$ cat src/rtl/ctrl_pkg.sv
// Shared encodings for the multicycle control path:
// FSM states, opcodes, immediate formats and datapath mux selects.
package ctrl_pkg;

  typedef enum logic [3:0] {
    S_IDLE,
    S_FETCH,
    S_DECODE,
    S_EXEC_R,
    S_EXEC_I,
    S_ALU_WB,
    S_MEM_ADDR,
    S_LOAD_REQ,
    S_LOAD_WB,
    S_STORE_REQ,
    S_BRANCH,
    S_JAL,
    S_JALR,
    S_LUI,
    S_TRAP
  } state_e;

  localparam logic [6:0] OP_R      = 7'b0110011;
  localparam logic [6:0] OP_IMM    = 7'b0010011;
  localparam logic [6:0] OP_LOAD   = 7'b0000011;
  localparam logic [6:0] OP_STORE  = 7'b0100011;
  localparam logic [6:0] OP_BRANCH = 7'b1100011;
  localparam logic [6:0] OP_JALR   = 7'b1100111;
  localparam logic [6:0] OP_JAL    = 7'b1101111;
  localparam logic [6:0] OP_LUI    = 7'b0110111;

  typedef enum logic [2:0] {
    IMM_I  = 3'd0,
    IMM_S  = 3'd1,
    IMM_SB = 3'd2,
    IMM_U  = 3'd3,
    IMM_UJ = 3'd4
  } imm_type_e;

  localparam logic [1:0] PC_ALU    = 2'd0;
  localparam logic [1:0] PC_ALUOUT = 2'd1;
  localparam logic [1:0] PC_JALR   = 2'd2;

  localparam logic [1:0] WB_ALUOUT = 2'd0;
  localparam logic [1:0] WB_MDR    = 2'd1;
  localparam logic [1:0] WB_PC     = 2'd2;
  localparam logic [1:0] WB_IMM    = 2'd3;

  localparam logic [1:0] A_PC    = 2'd0;
  localparam logic [1:0] A_RS1   = 2'd1;
  localparam logic [1:0] A_OLDPC = 2'd2;

  localparam logic [1:0] B_RS2  = 2'd0;
  localparam logic [1:0] B_FOUR = 2'd1;
  localparam logic [1:0] B_IMM  = 2'd2;

  localparam logic [1:0] ALU_ADD   = 2'd0;
  localparam logic [1:0] ALU_CMP   = 2'd1;
  localparam logic [1:0] ALU_FUNCT = 2'd2;

  function automatic logic is_req(input state_e s);
    return (s == S_FETCH) || (s == S_LOAD_REQ) ||
           (s == S_STORE_REQ);
  endfunction

endpackage

$ cat src/rtl/mem_wait_timer.sv
// Counts unacknowledged memory-request cycles and flags
// the cycle in which the wait limit is exhausted.
module mem_wait_timer #(
  parameter int WAIT_LIMIT = 15,
  parameter int CNT_W      = 8
) (
  input  logic clk,
  input  logic rst_n,
  input  logic start,
  input  logic ready,
  output logic expired
);

  localparam logic [CNT_W-1:0] LAST = CNT_W'(WAIT_LIMIT - 1);

  logic [CNT_W-1:0] cnt_q;

  // Ready in the final allowed cycle still wins.
  assign expired = !ready && (cnt_q == LAST);

  always_ff @(posedge clk or negedge rst_n) begin
    if (!rst_n) begin
      cnt_q <= '0;
    end else if (start) begin
      cnt_q <= '0;
    end else if (!ready && cnt_q != LAST) begin
      cnt_q <= cnt_q + 1'b1;
    end
  end

endmodule

$ cat src/rtl/multicycle_control.sv
// Main control FSM of the 64-bit multicycle RISC-V core.
// Optional PERF_COUNTERS_EN adds cycle/instret counters.
module multicycle_control
  import ctrl_pkg::*;
#(
  parameter int WAIT_LIMIT = 15,
  parameter int CNT_W      = 8
) (
  input  logic       clk,
  input  logic       rst_n,
  input  logic [6:0] opcode,
  input  logic [2:0] funct3,
  input  logic       br_taken,
  input  logic       mem_ready,
  output logic       mem_req,
  output logic       mem_we,
  output logic       mem_instr,
  output logic       ir_write,
  output logic       pc_write,
  output logic       pc_write_cond,
  output logic [1:0] pc_src,
  output logic       reg_write,
  output logic [1:0] wb_sel,
  output logic [1:0] alu_src_a,
  output logic [1:0] alu_src_b,
  output logic [1:0] alu_op,
  output logic [2:0] imm_type,
  output logic       halted,
  output logic       mem_fault,
  output logic       illegal
`ifdef PERF_COUNTERS_EN
  ,
  output logic [63:0] cycle_cnt,
  output logic [63:0] instret_cnt
`endif
);

  state_e state_q, state_d;
  logic   mem_fault_q, illegal_q;
  logic   expired, tmr_start;

  // br_taken is consumed by the datapath through pc_write_cond.
  logic   unused_br;
  assign unused_br = br_taken;

  assign tmr_start = is_req(state_d) && (state_d != state_q);

  mem_wait_timer #(
    .WAIT_LIMIT(WAIT_LIMIT),
    .CNT_W     (CNT_W)
  ) u_timer (
    .clk    (clk),
    .rst_n  (rst_n),
    .start  (tmr_start),
    .ready  (mem_ready),
    .expired(expired)
  );

  always_comb begin
    state_d = state_q;
    unique case (state_q)
      S_IDLE: state_d = S_FETCH;
      S_FETCH: begin
        if (mem_ready)    state_d = S_DECODE;
        else if (expired) state_d = S_TRAP;
      end
      S_DECODE: begin
        unique case (1'b1)
          (opcode == OP_R):      state_d = S_EXEC_R;
          (opcode == OP_IMM):    state_d = S_EXEC_I;
          (opcode == OP_LOAD),
          (opcode == OP_STORE):  state_d = S_MEM_ADDR;
          (opcode == OP_BRANCH): state_d = S_BRANCH;
          (opcode == OP_JALR && funct3 == 3'b000):
                                 state_d = S_JALR;
          (opcode == OP_JALR && funct3 != 3'b000):
                                 state_d = S_BRANCH;
          (opcode == OP_JAL):    state_d = S_JAL;
          (opcode == OP_LUI):    state_d = S_LUI;
          default:               state_d = S_TRAP;
        endcase
      end
      S_EXEC_R, S_EXEC_I: state_d = S_ALU_WB;
      S_MEM_ADDR: begin
        state_d = (opcode == OP_STORE) ? S_STORE_REQ
                                       : S_LOAD_REQ;
      end
      S_LOAD_REQ: begin
        if (mem_ready)    state_d = S_LOAD_WB;
        else if (expired) state_d = S_TRAP;
      end
      S_STORE_REQ: begin
        if (mem_ready)    state_d = S_FETCH;
        else if (expired) state_d = S_TRAP;
      end
      S_ALU_WB, S_LOAD_WB, S_BRANCH,
      S_JAL, S_JALR, S_LUI: state_d = S_FETCH;
      S_TRAP:  state_d = S_TRAP;
      default: state_d = S_IDLE;
    endcase
  end

  always_ff @(posedge clk or negedge rst_n) begin
    if (!rst_n) begin
      state_q     <= S_IDLE;
      mem_fault_q <= 1'b0;
      illegal_q   <= 1'b0;
    end else begin
      state_q <= state_d;
      if (is_req(state_q) && state_d == S_TRAP)
        mem_fault_q <= 1'b1;
      if (state_q == S_DECODE && state_d == S_TRAP)
        illegal_q <= 1'b1;
    end
  end

  always_comb begin
    mem_req       = 1'b0;
    mem_we        = 1'b0;
    mem_instr     = 1'b0;
    ir_write      = 1'b0;
    pc_write      = 1'b0;
    pc_write_cond = 1'b0;
    pc_src        = PC_ALU;
    reg_write     = 1'b0;
    wb_sel        = WB_ALUOUT;
    alu_src_a     = A_PC;
    alu_src_b     = B_RS2;
    alu_op        = ALU_ADD;
    imm_type      = IMM_I;
    unique case (state_q)
      S_FETCH: begin
        mem_req   = 1'b1;
        mem_instr = 1'b1;
        alu_src_b = B_FOUR;
        ir_write  = mem_ready;
        pc_write  = mem_ready;
      end
      S_DECODE: begin
        alu_src_a = A_OLDPC;
        alu_src_b = B_IMM;
        imm_type  = IMM_SB;
      end
      S_EXEC_R: begin
        alu_src_a = A_RS1;
        alu_op    = ALU_FUNCT;
      end
      S_EXEC_I: begin
        alu_src_a = A_RS1;
        alu_src_b = B_IMM;
        alu_op    = ALU_FUNCT;
      end
      S_ALU_WB: reg_write = 1'b1;
      S_MEM_ADDR: begin
        alu_src_a = A_RS1;
        alu_src_b = B_IMM;
        imm_type  = (opcode == OP_STORE) ? IMM_S : IMM_I;
      end
      S_LOAD_REQ: mem_req = 1'b1;
      S_LOAD_WB: begin
        reg_write = 1'b1;
        wb_sel    = WB_MDR;
      end
      S_STORE_REQ: begin
        mem_req = 1'b1;
        mem_we  = 1'b1;
      end
      S_BRANCH: begin
        alu_src_a     = A_RS1;
        alu_op        = ALU_CMP;
        pc_write_cond = 1'b1;
        pc_src        = PC_ALUOUT;
      end
      S_JAL: begin
        imm_type  = IMM_UJ;
        alu_src_a = A_OLDPC;
        alu_src_b = B_IMM;
        reg_write = 1'b1;
        wb_sel    = WB_PC;
        pc_write  = 1'b1;
      end
      S_JALR: begin
        alu_src_a = A_RS1;
        alu_src_b = B_IMM;
        reg_write = 1'b1;
        wb_sel    = WB_PC;
        pc_write  = 1'b1;
        pc_src    = PC_JALR;
      end
      S_LUI: begin
        imm_type  = IMM_U;
        reg_write = 1'b1;
        wb_sel    = WB_IMM;
      end
      default: ;
    endcase
  end

  assign halted    = (state_q == S_TRAP);
  assign mem_fault = mem_fault_q;
  assign illegal   = illegal_q;

`ifdef PERF_COUNTERS_EN
  logic [63:0] cyc_q, ret_q;
  logic        retire;

  assign retire = (state_d == S_FETCH) && (state_q != S_IDLE) &&
                  (state_q != S_FETCH);

  always_ff @(posedge clk or negedge rst_n) begin
    if (!rst_n) begin
      cyc_q <= '0;
      ret_q <= '0;
    end else begin
      if (state_q != S_TRAP) cyc_q <= cyc_q + 64'd1;
      if (retire)            ret_q <= ret_q + 64'd1;
    end
  end

  assign cycle_cnt   = cyc_q;
  assign instret_cnt = ret_q;
`endif

endmodule

$ cat config.mk
export PLATFORM = sky130hd
export DESIGN_NAME = multicycle_control
export DESIGN_NICKNAME = d
export VERILOG_FILES = /design/src/rtl/ctrl_pkg.sv /design/src/rtl/mem_wait_timer.sv /design/src/rtl/multicycle_control.sv
export SDC_FILE = /design/constraint.sdc
export NUM_CORES = 1
export LEC_CHECK = 0
export BUFFER_PORTS_ARGS = -buffer_cell sky130_fd_sc_hd__buf_2
export CAP_MARGIN = 10
export CORE_ASPECT_RATIO = 1.5
export CORE_MARGIN = 2
export CORE_UTILIZATION = 30
export CTS_BUF_LIST = sky130_fd_sc_hd__clkbuf_8
export DETAILED_ROUTE_END_ITERATION = 10
export SETUP_SLACK_MARGIN = 0.1
export SYNTH_ARGS = -nofsm -noshare
export SYNTH_HDL_FRONTEND = slang
export SYNTH_HIERARCHICAL = 1
export SYNTH_SLANG_ARGS = --single-unit
export TNS_END_PERCENT = 30
$ cat constraint.sdc
create_clock -name clk -period 7.5 [get_ports clk]
set_input_delay 1.5 -clock clk [delete_from_list [all_inputs] [get_ports clk]]
set_output_delay 1.5 -clock clk [all_outputs]
set_load 0.02 [all_outputs]
**Word level (Yosys, flattened, before mapping)**

Cells that the tools add are included.

- Logic and storage cells: 83
- Bits in registers: 14
- Output and inout bits: 23

- Eq/ne operators: 29
- Multiplexer cells: 23
- $add $sub $neg: 1
- Reduce and logical (&&, ||, !) cells: 26

Operators with widths:

| operator | number |
|---|---|
| $eq 4x4->1 const B | 9 |
| $pmux 4 s8 | 1 |
| $pmux 4 s7 | 1 |
| $eq 7x6->1 const B | 3 |
| $eq 7x7->1 const B | 3 |
| $eq 4x3->1 const B | 5 |
| $mux 4 | 5 |
| $mux 8 | 2 |
| $pmux 2 s2 | 4 |
| $reduce_or 5->1 | 3 |
| $pmux 3 s4 | 1 |
| $reduce_or 2->1 | 5 |
| $add 8x1->8 const B | 1 |
| $eq 4x1->1 const B | 2 |
| $eq 4x2->1 const B | 2 |
| $eq 8x4->1 const B | 1 |
| $ne 8x4->1 const B | 1 |
| $eq 7x2->1 const B | 1 |
| $eq 7x5->1 const B | 1 |
| $logic_and 1x1->1 | 7 |
| $mux 1 | 7 |
| $reduce_or 7->1 | 1 |
| $pmux 2 s3 | 1 |
| $logic_not 4->1 | 1 |
| other kinds (8) | 11 |

**Depth between registers and ports, before layout**

Gate-level depths: netlist of the first run.

- Word-level depth: 10
- Mapped depth: 14

**Hierarchy**

Netlist of the first run, hierarchy kept.

Modules (own cells, without submodules):

| module | cells an instance | times used | area an instance (um^2) |
|---|---|---|---|
| multicycle_control | 117 | 1 | 815.8 |
| mem_wait_timer | 49 | 1 | 474.2 |

**Worst setup path before layout of the first run**

OpenSTA, ideal clock, no wires.

- Kind: input to register
- From: input opcode[3]
- To: register u_timer.cnt_q[0]
- Slack: 3.358 ns
- Required time: 7.375 ns
- Setup time: 0.125 ns
- Path buffers: 2
- Data arrival time: 4.018 ns
- Cell stages on the path: 10
- Cell sequence: nand3b_4 or4_4 a32oi_2 or4b_1 buf_2 a311o_1 a21oi_2 clkbuf_1 nor2_1 mux2_2

- Cells in the longest elaborated chain, start to end: 10

RTL lines:

| item | RTL line | RTL |
|---|---|---|
| start: declaration | multicycle_control.sv:11 | `input logic [6:0] opcode,` |
| $eq 7x7->1 | multicycle_control.sv:74, multicycle_control.sv:76 |  |
| $logic_and 1x1->1 | multicycle_control.sv:76 | `(opcode == OP_JALR && funct3 != 3'b000):` |
| $reduce_or 2->1 (no line) | - |  |
| $pmux 4 s7 | multicycle_control.sv:68 | `unique case (1'b1)` |
| $pmux 4 s8 * | multicycle_control.sv:61 | `unique case (state_q)` |
| net state_d[2] | multicycle_control.sv:38 | `state_e state_q, state_d;` |
| $eq 4x1->1 / $eq 4x3->1 (equally long branches) | ctrl_pkg.sv:62 | `return (s == S_FETCH) \|\| (s == S_LOAD_REQ) \|\|` |
| $logic_or 1x1->1 (2 in series) | ctrl_pkg.sv:62 |  |
| $logic_and 1x1->1 * | multicycle_control.sv:46 | `assign tmr_start = is_req(state_d) && (state_d != state_q);` |
| net tmr_start | multicycle_control.sv:40 | `logic expired, tmr_start;` |
| $mux 8 / $reduce_bool 2->1 (equally long branches) | - |  |
| end signal: assignment | mem_wait_timer.sv:27 | `cnt_q <= cnt_q + 1'b1;` |
| end: declaration | mem_wait_timer.sv:16 | `logic [CNT_W-1:0] cnt_q;` |

The timed path passes the listed nets; every way through them passes the cells marked *.
A chain may end at the register's enable or synchronous reset.

**Final worst setup path of the first run**

- From: input opcode[2]
- To: output imm_type[0]

- Cells in the longest elaborated chain, start to end: 3

RTL lines:

| item | RTL line | RTL |
|---|---|---|
| $eq 7x6->1 | multicycle_control.sv:157 | `imm_type = (opcode == OP_STORE) ? IMM_S : IMM_I;` |
| $mux 1 | multicycle_control.sv:157 |  |
| $pmux 3 s4 | multicycle_control.sv:131 | `unique case (state_q)` |
| end: declaration | multicycle_control.sv:27 | `output logic [2:0] imm_type,` |

No other way between the ends.

==> run summary, run 1 <==
status = completed
Initial DRT Pass Iterations = 4
initial core utilization = 30.9%
max-cap viol count = 0
largest net degree at the start of global routing = 20
final hold vios = 0
Min-Delay Path Class = flop to flop
reg2reg path depth = 12
TritonCTS Buffers = 3
mapped cell area = 1290 um^2
Yosys Warn Count = 6
num rows = 29
Via density = 5.37
CTS root buf = clkbuf_8
TritonCTS clock tree = built
diode count = 0
biggest area consumer among synthesized cells = dfrtp_1
Hold Buf Count CTS = 0
residual DRC count = 0
CTS H-tree lvls = 1
Final ANT Viol Nets = 0
Synth Flop Type = dfrtp_1
initial antenna violation count = 0
Setup CP Type = primary input to output port
total negative slack = 0 ps
skew final = 5.48 ps
Post-DP HPWL = 2.35 mm
Worst Path Max Fanout = 7
Die Ht = 84.3 um
Netlist cell types = 46
Reg clk slew, reported paths = 50 ps
first-pass GRT wire length = 5.02 mm
Ports = 37
critical-path cell list = buf_2 > or2_1 > or4_4 > o21ai_0 > and2_1 > buf_2
number of port buffers = 35
die area = 4850 um^2
synthesis-to-layout area growth = 17.8%
leak pwr = 0.732 nW
fraction of layout cells with a size suffix above 1 = 25.4%
GRT Util Overall = 12.4%
Syn Area/Cell = 7.77 um^2
Synth top cells by count = nor2_1, dfrtp_1, nand2_1
register area share after synthesis = 27.2%
Core Util, Final = 36.4%
Synth top area share = 27.2%
CP Capture Type = output port
critical path startpoint category = primary input
hold path depth = 1
ys async rst share = 100%
Core Region = 4170 um^2
Pwr Total = 512 uW
Critical Path AT = 2750 ps
clk sinks = 14
syn_nets = 182
most common cell in the synthesized netlist = nor2_1
synth top area cells = dfrtp_1, nor2_1, nor2b_1, a21oi_1, o21ai_0
WL final = 3.14 mm
1st-iter DRT viols = 35
Peak VDD IR = 244 uV
clk_lat worst skew = 240 ps
Worst path slowest cell = or4_4
period utilization = 56.7%
layout net count = 210
Placer Congestion = 0.805
Overflow after GRT = 0
Setup violations, final = 0
clk buf depth = 2
vias in the first global route = 1146
Tmin final = 4250 ps
Synth Instances = 166
most frequent CP cell = buf_2
crit-path max cell delay = 440 ps
RSZ-0062 raised after global routing = false
Gates resized, CTS repair = 0
Post-CTS Setup Bufs = 0
fin worst setup slack = 3250 ps
Pins Over Slew Limit = 0
pre-CTS WS = 3030 ps
pwr dens = 337 nW/um^2
number of synthesized flops with an enable pin = 0
critical path required time = 6000 ps
post-synthesis register bit count = 14
Avg WL per Cell = 13.1 um
Slew headroom = 65.2%
Slew @ Worst Pin = 522 ps
Peak Freq = 235 MHz
via count = 1284
die width = 57.5 um
## metal layers
layer  track usage, %  wire length (um)  share of wire, %  up-vias
li1                 -                 -                 -      653
met1             15.2              1350                43      597
met2             22.3              1630                52       28
met3            0.924               112               3.6        6
met4             4.23                51               1.6        0
met5                0                 0                 0        -
## worst max-delay path, delay by kind of cell
family                 cells  cell delay, ps
AO/OA/AOI/OAI              1             150
AND/OR/NAND/NOR            3             820
buffers and inverters      2             280
## sequential cells by signal, indices dropped and copies added (netlist names)
register and count:
u_timer/cnt_q 8, state_q 4, illegal 1, mem_fault 1
## cells in the final DEF, fill, tap and decap left out, drive strengths merged, types with 2 or more instances in the layout
master / Yosys / final
a31oi: 2 / 2
a21o: 2 / 2
dfrtp: 14 / 14
buf: 4 / 35
a32oi: 2 / 2
clkbuf: 8 / 4
nand3b: 3 / 3
nand3: 4 / 4
or4: 4 / 4
a211oi: 5 / 5
o31ai: 4 / 4
o21ai: 10 / 10
and3b: 2 / 2
nor2b: 10 / 10
o211ai: 3 / 3
a21oi: 12 / 12
ha: 2 / 2
nor2: 19 / 19
nand2b: 7 / 7
inv: 8 / 8
nor3: 4 / 4
or3: 3 / 3
and2: 2 / 2
mux2: 3 / 3
nand2: 13 / 13
## power by group
group          leakage (nW)  total, mW  switching (mW)  internal, mW
Combinational         0.518      0.294           0.182         0.112
Clock                0.0288     0.0725          0.0261        0.0464
Sequential            0.185      0.145          0.0486        0.0964
## cell families (layout without fill, tap and decap cells)
family	after synthesis	in the layout	synth area share [%]
mux	3	3	2.62
fa+ha+maj	2	2	1.94
buf+inv	20	47	6.79
simple gates	79	79	36.1
flops	14	14	27.2
xor+xnor	1	1	0.679
compound gates	47	47	24.7
## final cells by class
| cell class | instances | area (um^2) |
|---|---|---|
| repair buffers | 35 | 175 |
| clock buffers | 4 | 55.1 |
| multi-input cells | 132 | 852 |
| flip-flops and latches | 14 | 350 |
| fillers | 436 | 2650 |
| well taps | 46 | 57.6 |
| inverters | 8 | 30.0 |
## stage by stage
stage | instances | area (um^2) | hold slack (ps)
2_1_floorplan | 166 | 1290 | 513
3_3_place_gp | 235 | 1470 | 457
3_5_place_dp | 235 | 1470 | 462
4_1_cts | 239 | 1520 | 487
5_1_grt | 239 | 1520 | 503
6_report | 239 | 1520 | 482
## final timing paths
| check | start | end | slack [ps] |
|---|---|---|---|
| max | opcode[2] | imm_type[0] | 3250 |
| min | illegal | illegal | 480 |
| max reg2reg | u_timer/cnt_q[0] | u_timer/cnt_q[0] | 4060 |
| min reg2reg | illegal | illegal | 480 |
| max in group asynchronous | rst_n | state_q[0] | 6110 |
| min in group asynchronous | rst_n | u_timer/cnt_q[6] | 1140 |
(Power assumes the default switching activity.)
==> inputs of run 2 (changes only) <==
ABC_AREA = 1   (was unset)
clock period = 3.6 ns   (was 7.5 ns; I/O delays follow)
==> run 2 against run 1 <==
  * Sequential cell count unchanged
  * Hold slack worse by 110 ps
  * Non-clock buffer count unchanged
  * Global-route usage up 1.6 points
  * Total power rose to 2.5 times the previous value
  * Combinational power rose to 3.0 times the previous value
  * Critical path type is now flop to flop
==> run summary, run 2 <==
status = completed
Die Ht = 88.2 um
fin cells = 338
number of port buffers = 35
Synth top cells by count = nand2_1, nor2_1, nand3_1
Yosys Warn Count = 6
die area = 5300 um^2
Netlist cell types = 22
CP Capture Type = flop
post-synthesis register bit count = 14
first-pass GRT wire length = 5.89 mm
Hold Buf Count CTS = 0
residual DRC count = 0
mapped cell area = 1420 um^2
Min-Delay Path Class = primary input to async pin
post-route cell area = 1700 um^2
layout net count = 291
RSZ-0062 raised after global routing = false
TritonCTS clock tree = built
period utilization = 77.2%
number of synthesized flops with an enable pin = 0
Critical Path AT = 2920 ps
Slew @ Worst Pin = 391 ps
total negative slack = 0 ps
critical-path cell list = inv_1 > ha_1 > nand3_2 > nor3_1 > inv_1 > nand3_1 > nor2_1 > a21oi_1 > nand3_2 > nand2_1 > nand2_1 > nand3_1 > nor2_1 > nor2_1 > inv_1 > nand3_1 > nand2_1
synthesis-to-layout area growth = 19.8%
Peak Freq = 360 MHz
Overflow after GRT = 0
TritonCTS Buffers = 3
Worst Path Buf+Inv = 3
pre-CTS WS = 727 ps
most common cell after layout, fill and taps aside = nand2_1
register area share after synthesis = 24.7%
Core Region = 4540 um^2
Reg power frac = 20.1%
Via density = 4.62
Setup CP Type = flop to flop
pwr dens = 761 nW/um^2
Tmin final = 2780 ps
leak pwr = 0.962 nW
Synth Flop Type = dfrtp_1
ys async rst share = 100%
syn_nets = 255
Setup violations, final = 0
WL final = 3.52 mm
synth top area cells = dfrtp_1, nand2_1, nand3_1, nor2_1, inv_1
CTS H-tree lvls = 1
fillers = 497
largest net degree at the start of global routing = 15
Worst path slowest cell = dfrtp_1
1st-iter DRT viols = 61
Placer Congestion = 0.874
CTS root buf = clkbuf_8
clk_lat worst skew = 240 ps
Post-CTS Setup Bufs = 0
final hold vios = 0
most common cell in the synthesized netlist = nand2_1
critical path startpoint category = flop
die width = 60.1 um
Synth top area share = 24.7%
crit-path max cell delay = 420 ps
Ports = 37
GRT Util Overall = 14.0%
top flop regs = u_timer/cnt_q x8, state_q x4
Gates resized, CTS repair = 0
grt met2 use = 26.7%
Pwr Total = 1.29 mW
GR Util met3 = 1.18%
Initial DRT Pass Iterations = 4
clock power share = 11.7%
switching share of power = 56.4%
sw power = 728 uW
area of placed instances = 1640 um^2
clk sinks = 14
max-cap viol count = 0
initial antenna violation count = 0
Synth Instances = 239
met1 usage = 15.9%
vias in the first global route = 1448
fraction of layout cells with a size suffix above 1 = 24.8%
critical path required time = 3740 ps
GR peak layer = met2
Slew headroom = 73.7%
Worst Path Max Fanout = 8
Gate power share = 68.2%
Pins Over Slew Limit = 0
initial core utilization = 31.2%
skew final = 1.26 ps
Peak VDD IR = 260 uV
Reg clk slew, reported paths = 60 ps
Post-DP HPWL = 2.84 mm
Final ANT Viol Nets = 0
Avg WL per Cell = 10.4 um
Syn Area/Cell = 5.93 um^2
fin worst setup slack = 819 ps
num rows = 30
max reg flops = 8
via count = 1560
diode count = 0
Cell Count Post-Placement = 334
Crit path max-delay family = simple AND/OR/NAND/NOR gates
P_int = 564 uW
Top reg by flops = u_timer/cnt_q
CP startpoint = u_timer/cnt_q[0]
biggest area consumer among synthesized cells = dfrtp_1
clk buf depth = 2
commonest non-fill, non-tap cells in the layout = nand2_1, buf_2, nor2_1
worst r2r src = u_timer/cnt_q[0]
-- run 2: changes by cell type in the layout (fill, tap and decap cells not counted), sizes merged, moves of 6 or more --
| cell | before | now |
|---|---|---|
| nand2b | 7 | 0 |
| nand3 | 4 | 31 |
| nand2 | 13 | 84 |
| a21oi | 12 | 2 |
| nor2b | 10 | 0 |
| nand4 | 0 | 6 |
| nor2 | 19 | 44 |
| inv | 8 | 32 |
-- run 2: cells by family (layout without fill, tap and decap cells) --
family / Yosys count / in the layout / synth area share, %
buffers and inverters: 36 / 71 / 10.6
AND/OR/NAND/NOR: 167 / 167 / 53.9
XOR/XNOR: 3 / 3 / 1.86
AO/OA/AOI/OAI: 17 / 17 / 7.16
flip-flops: 14 / 14 / 24.7
adder cells (fa/ha/maj): 2 / 2 / 1.77
-- run 2: power groups by stage --
stage / logic [mW] / registers [mW] / clock network [mW]
2_1_floorplan: 0.684 / 0.249 / 0
3_3_place_gp: 0.882 / 0.261 / 0
3_5_place_dp: 0.885 / 0.263 / 0
4_1_cts: 0.889 / 0.260 / 0.157
5_1_grt: 0.997 / 0.270 / 0.165
6_report: 0.880 / 0.260 / 0.151
-- run 2: per-stage QoR --
step                util [%]  hold WS [ps]
floorplan                  -           424
global placement        36.1           447
detailed placement      36.1           453
CTS                     37.4           374
global route            37.4           386
finish                  37.4           368
-- run 2: routing by layer --
layer  wire length [um]  vias to the layer above
met1               1480                      684
met3                135                        2
li1                   -                      826
met4                 10                        0
met5                  0                        -
met2               1890                       48
-- run 2: cell type report --
class | count | area (um^2) | area share [%]
clock buffers | 4 | 55.1 | 3.24
inverters | 32 | 120 | 7.08
multi-input cells | 189 | 916 | 54.0
flip-flops and latches | 14 | 350 | 20.6
well taps | 64 | 80.1 | 4.72
repair buffers | 35 | 175 | 10.3
-- run 2: path summary, 6_finish.rpt --
path,depth (start not counted),slack (ps),endpoint
setup / recovery,17,820,u_timer/cnt_q[4]
hold / removal,1,370,u_timer/cnt_q[3]
setup reg to reg,17,820,u_timer/cnt_q[4]
hold reg to reg,2,460,mem_fault
max in group asynchronous,1,2990,state_q[2]
min in group clk,2,460,mem_fault
-- run 2: worst reg2reg max path: stages, from the launching register on --
cell     delay (ps)
dfrtp_1         420
inv_1            90
ha_1            160
nand3_2          90
nor3_1          370
inv_1           170
nand3_1         140
nor2_1           60
a21oi_1         190
nand3_2         150
nand2_1          80
nand2_1          60
nand3_1          70
nor2_1           40
nor2_1          200
inv_1           200
nand3_1         140
nand2_1          60
